## config.mk

```make
export PLATFORM = sky130hd
export DESIGN_NAME = seven_segment_scan_decoder
export DESIGN_NICKNAME = d
export VERILOG_FILES = /design/src/rtl/seven_segment_scan_decoder.sv
export SDC_FILE = /design/constraint.sdc
export NUM_CORES = 1
export LEC_CHECK = 0
export CORE_UTILIZATION = 57
export DETAILED_ROUTE_END_ITERATION = 6
export GPL_TIMING_DRIVEN = 0
export HOLD_SLACK_MARGIN = 0.02
export PLACE_DENSITY = 0.79
export SYNTH_ARGS = -nofsm -noshare
export SYNTH_HDL_FRONTEND = slang
export SYNTH_SLANG_ARGS = --single-unit
```

## constraint.sdc

```tcl
create_clock -name clk_in -period 3.3 [get_ports clk_in]
set_clock_uncertainty 0.2 [all_clocks]
set_input_delay 0.66 -clock clk_in [delete_from_list [all_inputs] [get_ports clk_in]]
set_output_delay 0.66 -clock clk_in [all_outputs]
set_load 0.005 [all_outputs]
```

## src/rtl/seven_segment_scan_decoder.sv

```systemverilog
// Recovers hex digits from a scanned 7-segment bus; a pattern is accepted after STABLE_CNT identical samples.
// Commit results appear 1 clk after the accepting sample; no backpressure, one sample accepted per cycle.
module seven_segment_scan_decoder #(
   parameter int DIGITS     = 4,
   parameter int STABLE_CNT = 3,
   localparam int IDX_W     = (DIGITS > 1) ? $clog2(DIGITS) : 1
) (
   input  logic                  clk_in,
   input  logic                  reset,
   input  logic                  sample_en,
   input  logic [DIGITS-1:0]     dig_sel,
   input  logic [6:0]            seg_in,
   output logic [4*DIGITS-1:0]   hex_out,
   output logic [DIGITS-1:0]     valid,
   output logic [DIGITS-1:0]     pattern_err,
   output logic                  update,
   output logic [IDX_W-1:0]      upd_digit,
   output logic                  sel_err
);

   localparam logic [2:0] RUN_MAX = 3'(STABLE_CNT);
   localparam logic [2:0] RUN_PRE = 3'(STABLE_CNT - 1);

   logic [6:0]       last_pat [DIGITS];
   logic [2:0]       run_cnt  [DIGITS];

   logic             one_hot;
   logic             take;
   logic             multi_hot;
   logic [IDX_W-1:0] sel_idx;
   logic             same_pat;
   logic [2:0]       next_run;
   logic             commit_now;
   logic [4:0]       dec;

   // Returns {legal, value}; blank and garbage both decode to 5'h00.
   function automatic logic [4:0] decode_seg(input logic [6:0] pat);
      logic [4:0] r;
      r = 5'h00;
      case (pat)
         7'h3F: r = 5'h10;
         7'h06: r = 5'h11;
         7'h5B: r = 5'h12;
         7'h4F: r = 5'h13;
         7'h66: r = 5'h14;
         7'h6D: r = 5'h15;
         7'h7D: r = 5'h16;
         7'h07: r = 5'h17;
         7'h7F: r = 5'h18;
         7'h6F: r = 5'h19;
         7'h77: r = 5'h1A;
         7'h7C: r = 5'h1B;
         7'h39: r = 5'h1C;
         7'h5E: r = 5'h1D;
         7'h79: r = 5'h1E;
         7'h71: r = 5'h1F;
         default: r = 5'h00;
      endcase
      return r;
   endfunction

   always_comb begin
      one_hot   = (|dig_sel) && ((dig_sel & (dig_sel - DIGITS'(1))) == '0);
      take      = sample_en && one_hot;
      multi_hot = sample_en && (|dig_sel) && !one_hot;
      sel_idx   = '0;
      for (int d = 0; d < DIGITS; d++) begin
         if (dig_sel[d]) sel_idx = IDX_W'(d);
      end
      same_pat = (seg_in == last_pat[sel_idx]);
      if (!same_pat)
         next_run = 3'd1;
      else if (run_cnt[sel_idx] < RUN_MAX)
         next_run = run_cnt[sel_idx] + 3'd1;
      else
         next_run = run_cnt[sel_idx];
      // A changed pattern only commits immediately when a single sample suffices.
      commit_now = take && (same_pat ? (run_cnt[sel_idx] == RUN_PRE) : (STABLE_CNT == 1));
      dec        = decode_seg(seg_in);
   end

   always_ff @(posedge clk_in) begin
      if (reset) begin
         hex_out     <= '0;
         valid       <= '0;
         pattern_err <= '0;
         update      <= 1'b0;
         upd_digit   <= '0;
         sel_err     <= 1'b0;
         for (int d = 0; d < DIGITS; d++) begin
            last_pat[d] <= 7'h00;
            run_cnt[d]  <= 3'd0;
         end
      end else begin
         update <= commit_now;
         if (multi_hot) sel_err <= 1'b1;
         if (take) begin
            last_pat[sel_idx] <= seg_in;
            run_cnt[sel_idx]  <= next_run;
         end
         if (commit_now) begin
            upd_digit <= sel_idx;
            if (dec[4]) begin
               hex_out[{sel_idx, 2'b00} +: 4] <= dec[3:0];
               valid[sel_idx]                 <= 1'b1;
               pattern_err[sel_idx]           <= 1'b0;
            end else begin
               valid[sel_idx]       <= 1'b0;
               pattern_err[sel_idx] <= (seg_in != 7'h00);
            end
         end
      end
   end

endmodule

```

==> flow_summary.yaml <==
die:
  num_rows: 30
  fp.dieH_um: 85.4
  fp.dieW_um: 85.4
  dieArea_mm2: 0.00729
  core_mm2: 0.00676
  io-pin-count: 42
  initial_core_util_pct: 58.6
outcome:
  status: "complete, no violations"
worst_hold_path:
  hold_path.class: "flop to flop"
global_routing:
  grt_pass1_wl_um: 15800
  grt_antenna_before_repair: 0
  grt-ovfl-total: 0
  grtUsageTotal_pct: 28.8
  grt_max_degree: 14
  grt_pass1_vias: 3187
timing:
  timing.final.crit_share_pct: 98.0
  hold_ws_ps: 257
  finalCriticalPeriod_ps: 3230
  slew_headroom_pct: 51.9
  hold_viol_final: 0
  max_freq_mhz: 309
  drv_slew: 0
  worstMarginPinSlew_ps: 721
  setup_viol: 0
  timing.final.ws_setup_ps: 65.5
worst_setup_path:
  cpPeakStageDelay_ps: 460
  crit_required_ps: 3150
  crit_type: "input pin to flop"
  cp.arrival_ps: 3090
  slowest_stage: "clkdlybuf4s50_1"
  end_kind: "flop"
  path_buf_inv: 3
  worstSetupStartpointType: "input pin"
  cpLargestDelayFamily: "simple AND/OR/NAND/NOR gates"
  crit_chain: "clkdlybuf4s50_1, buf_4, nor2_4, clkinvlp_4, o211a_1, nor2_1, nand2_2, nor3_4, or2_4"
  crit_path_max_fanout: 10
job:
  maxCapViolCount: 0
clock_network:
  clockBufferDepth: 2
  clock-root-buffer: "clkbuf_8"
  cts_made_buffers: 9
  htree_levels: 3
  clk-insertion-delay-late_ps: 370
  clock-sinks: 68
  clkTransAtPathRegs_ps: 80
  ctsHoldBuffers: 0
  cts_tree: "done"
cells_and_area:
  final_common_cell: "nand2_1"
  register_area_mm2: 0.00176
  drive_gt1_share_pct: 18.3
  layout.cells.non_filler: 533
  multi_input_area_mm2: 0.00212
  n_fill_cell: 504
  final_cell_mix: "nand2_1 (50), edfxtp_1 (40), clkdlybuf4s50_1 (37)"
  area_delta_synth_final_pct: 21.6
  diodes: 0
  fin_nets: 472
  fin_util_pct: 71.3
power:
  p_leak_uw: 0.00172
  peakVddDrop_uv: 254
  power_density_mw_per_mm2: 385
placement:
  dp_hpwl_um: 6600
  finalWeightedCongestion: 0.942
  dp_slack_ps: -1400
  dpl.cell_count: 510
  port_buffers: 37
logic_synthesis:
  async_flop_share_pct: 0
  synth_cells: 393
  synthesis.area_mm2: 0.00396
  yosys_warnings: 0
  synth-edff-count: 40
  ys_seq_elements: 68
  synth-seq-area-share_pct: 44.5
  synth.avg_cell_area_um2: 10.1
  yosys_most_used_dff: "edfxtp_1"
  syn_nets: 417
  yosysUniqueCellTypes: 63
detailed_routing:
  drt_iter0_markers: 241
  routed_wl_um: 9990
  wl_per_cell_um: 18.7
  vias: 3222
  drc: 0
  ant_nets: 0
  firstDrtPassIters: 4
  via_per_inst: 6.05
[worst reg2reg max path, stage by stage, from the launching register on]
cell and delay [ps]:
edfxtp_1 380, or4b_2 610, nand4_1 120, o211a_1 210, nand4_4 180, buf_6 210, nor3_4 290, mux2i_1 240
[cells by family (layout without fill, tap and decap cells)]
logic type / after synthesis / in the layout / share of synthesized area (%)
xor+xnor: 19 / 19 / 4.20
compound gates: 50 / 50 / 9.32
fa+ha+maj: 11 / 11 / 3.41
buf+inv: 41 / 101 / 5.27
simple gates: 168 / 168 / 24.2
mux: 36 / 36 / 9.16
flops: 68 / 68 / 44.5
[final timing paths]
kind | from | to | slack, ps | cells past startpoint
hold reg to reg | sel_err | sel_err | 260 | 2
hold / removal | sel_err | sel_err | 260 | 2
setup reg to reg | last_pat[2][0] | hex_out[1] | 790 | 7
setup / recovery | dig_sel[3] | last_pat[2][5] | 70 | 9
[registers in the layout, indices dropped and copies added (netlist names), named ones only]
register     cells
last_pat        28
hex_out         16
run_cnt         12
pattern_err      4
upd_digit        2
sel_err          1
update           1
[through the flow]
step | cell area, um^2 | setup TNS [ps] | power, uW
6_report | 4820 | 0 | 1860
5_1_grt | 4820 | -318 | 1920
4_1_cts | 4700 | 0 | 1830
3_5_place_dp | 4430 | -87590 | 1210
3_3_place_gp | 4430 | -78180 | 1200
2_1_floorplan | 3960 | 0 | 1130
[report_power, final]
part           switching, uW  internal, uW  total (uW)
Combinational            177           109         286
Clock                    356           277         633
Sequential              11.0           926         937
[cell usage after synthesis, types with 6 or more instances]
cell      instances  share of area (%)
nand2_1          52                4.9
edfxtp_1         40                 30
mux2i_1          34                8.6
dfxtp_1          28                 14
and2_1           20                3.2
nor2_1           20                1.9
xnor2_1          19                4.2
inv_1            13                1.2
a22oi_1          10                1.9
buf_2            10                1.3
ha_1             10                3.2
nor4_1           10                1.6
clkbuf_1          9               0.85
nor3_1            9                1.1
o21ai_0           9                1.1
nor3_2            7                1.8
nand3_1           6               0.76
[layer usage]
metal / vias up / part of all wire, % / global-route usage, %
met3: 20 / 6.0 / 6.13
li1: 1517 / - / -
met4: 0 / 2.3 / 11.5
met5: - / 0 / 0
met1: 1556 / 42 / 35.0
met2: 129 / 50 / 50.0
[cell type report]
cell class | instances | share of cell area (%)
Sequential cell | 68 | 36.6
Multi-Input combinational cell | 284 | 44.0
Timing Repair Buffer | 44 | 9.04
Buffer | 27 | 3.38
Tap cell | 80 | 2.08
Clock inverter | 7 | 1.01
Inverter | 14 | 1.30
Clock buffer | 9 | 2.57
[what timing repair did]
item,4_1_cts,5_1_grt
resized for setup,17,17
setup buffers,3,4
hold endpoints to repair,0,0
pin swaps,2,3
setup endpoints to repair,105,58
(Power assumes the default switching activity.)
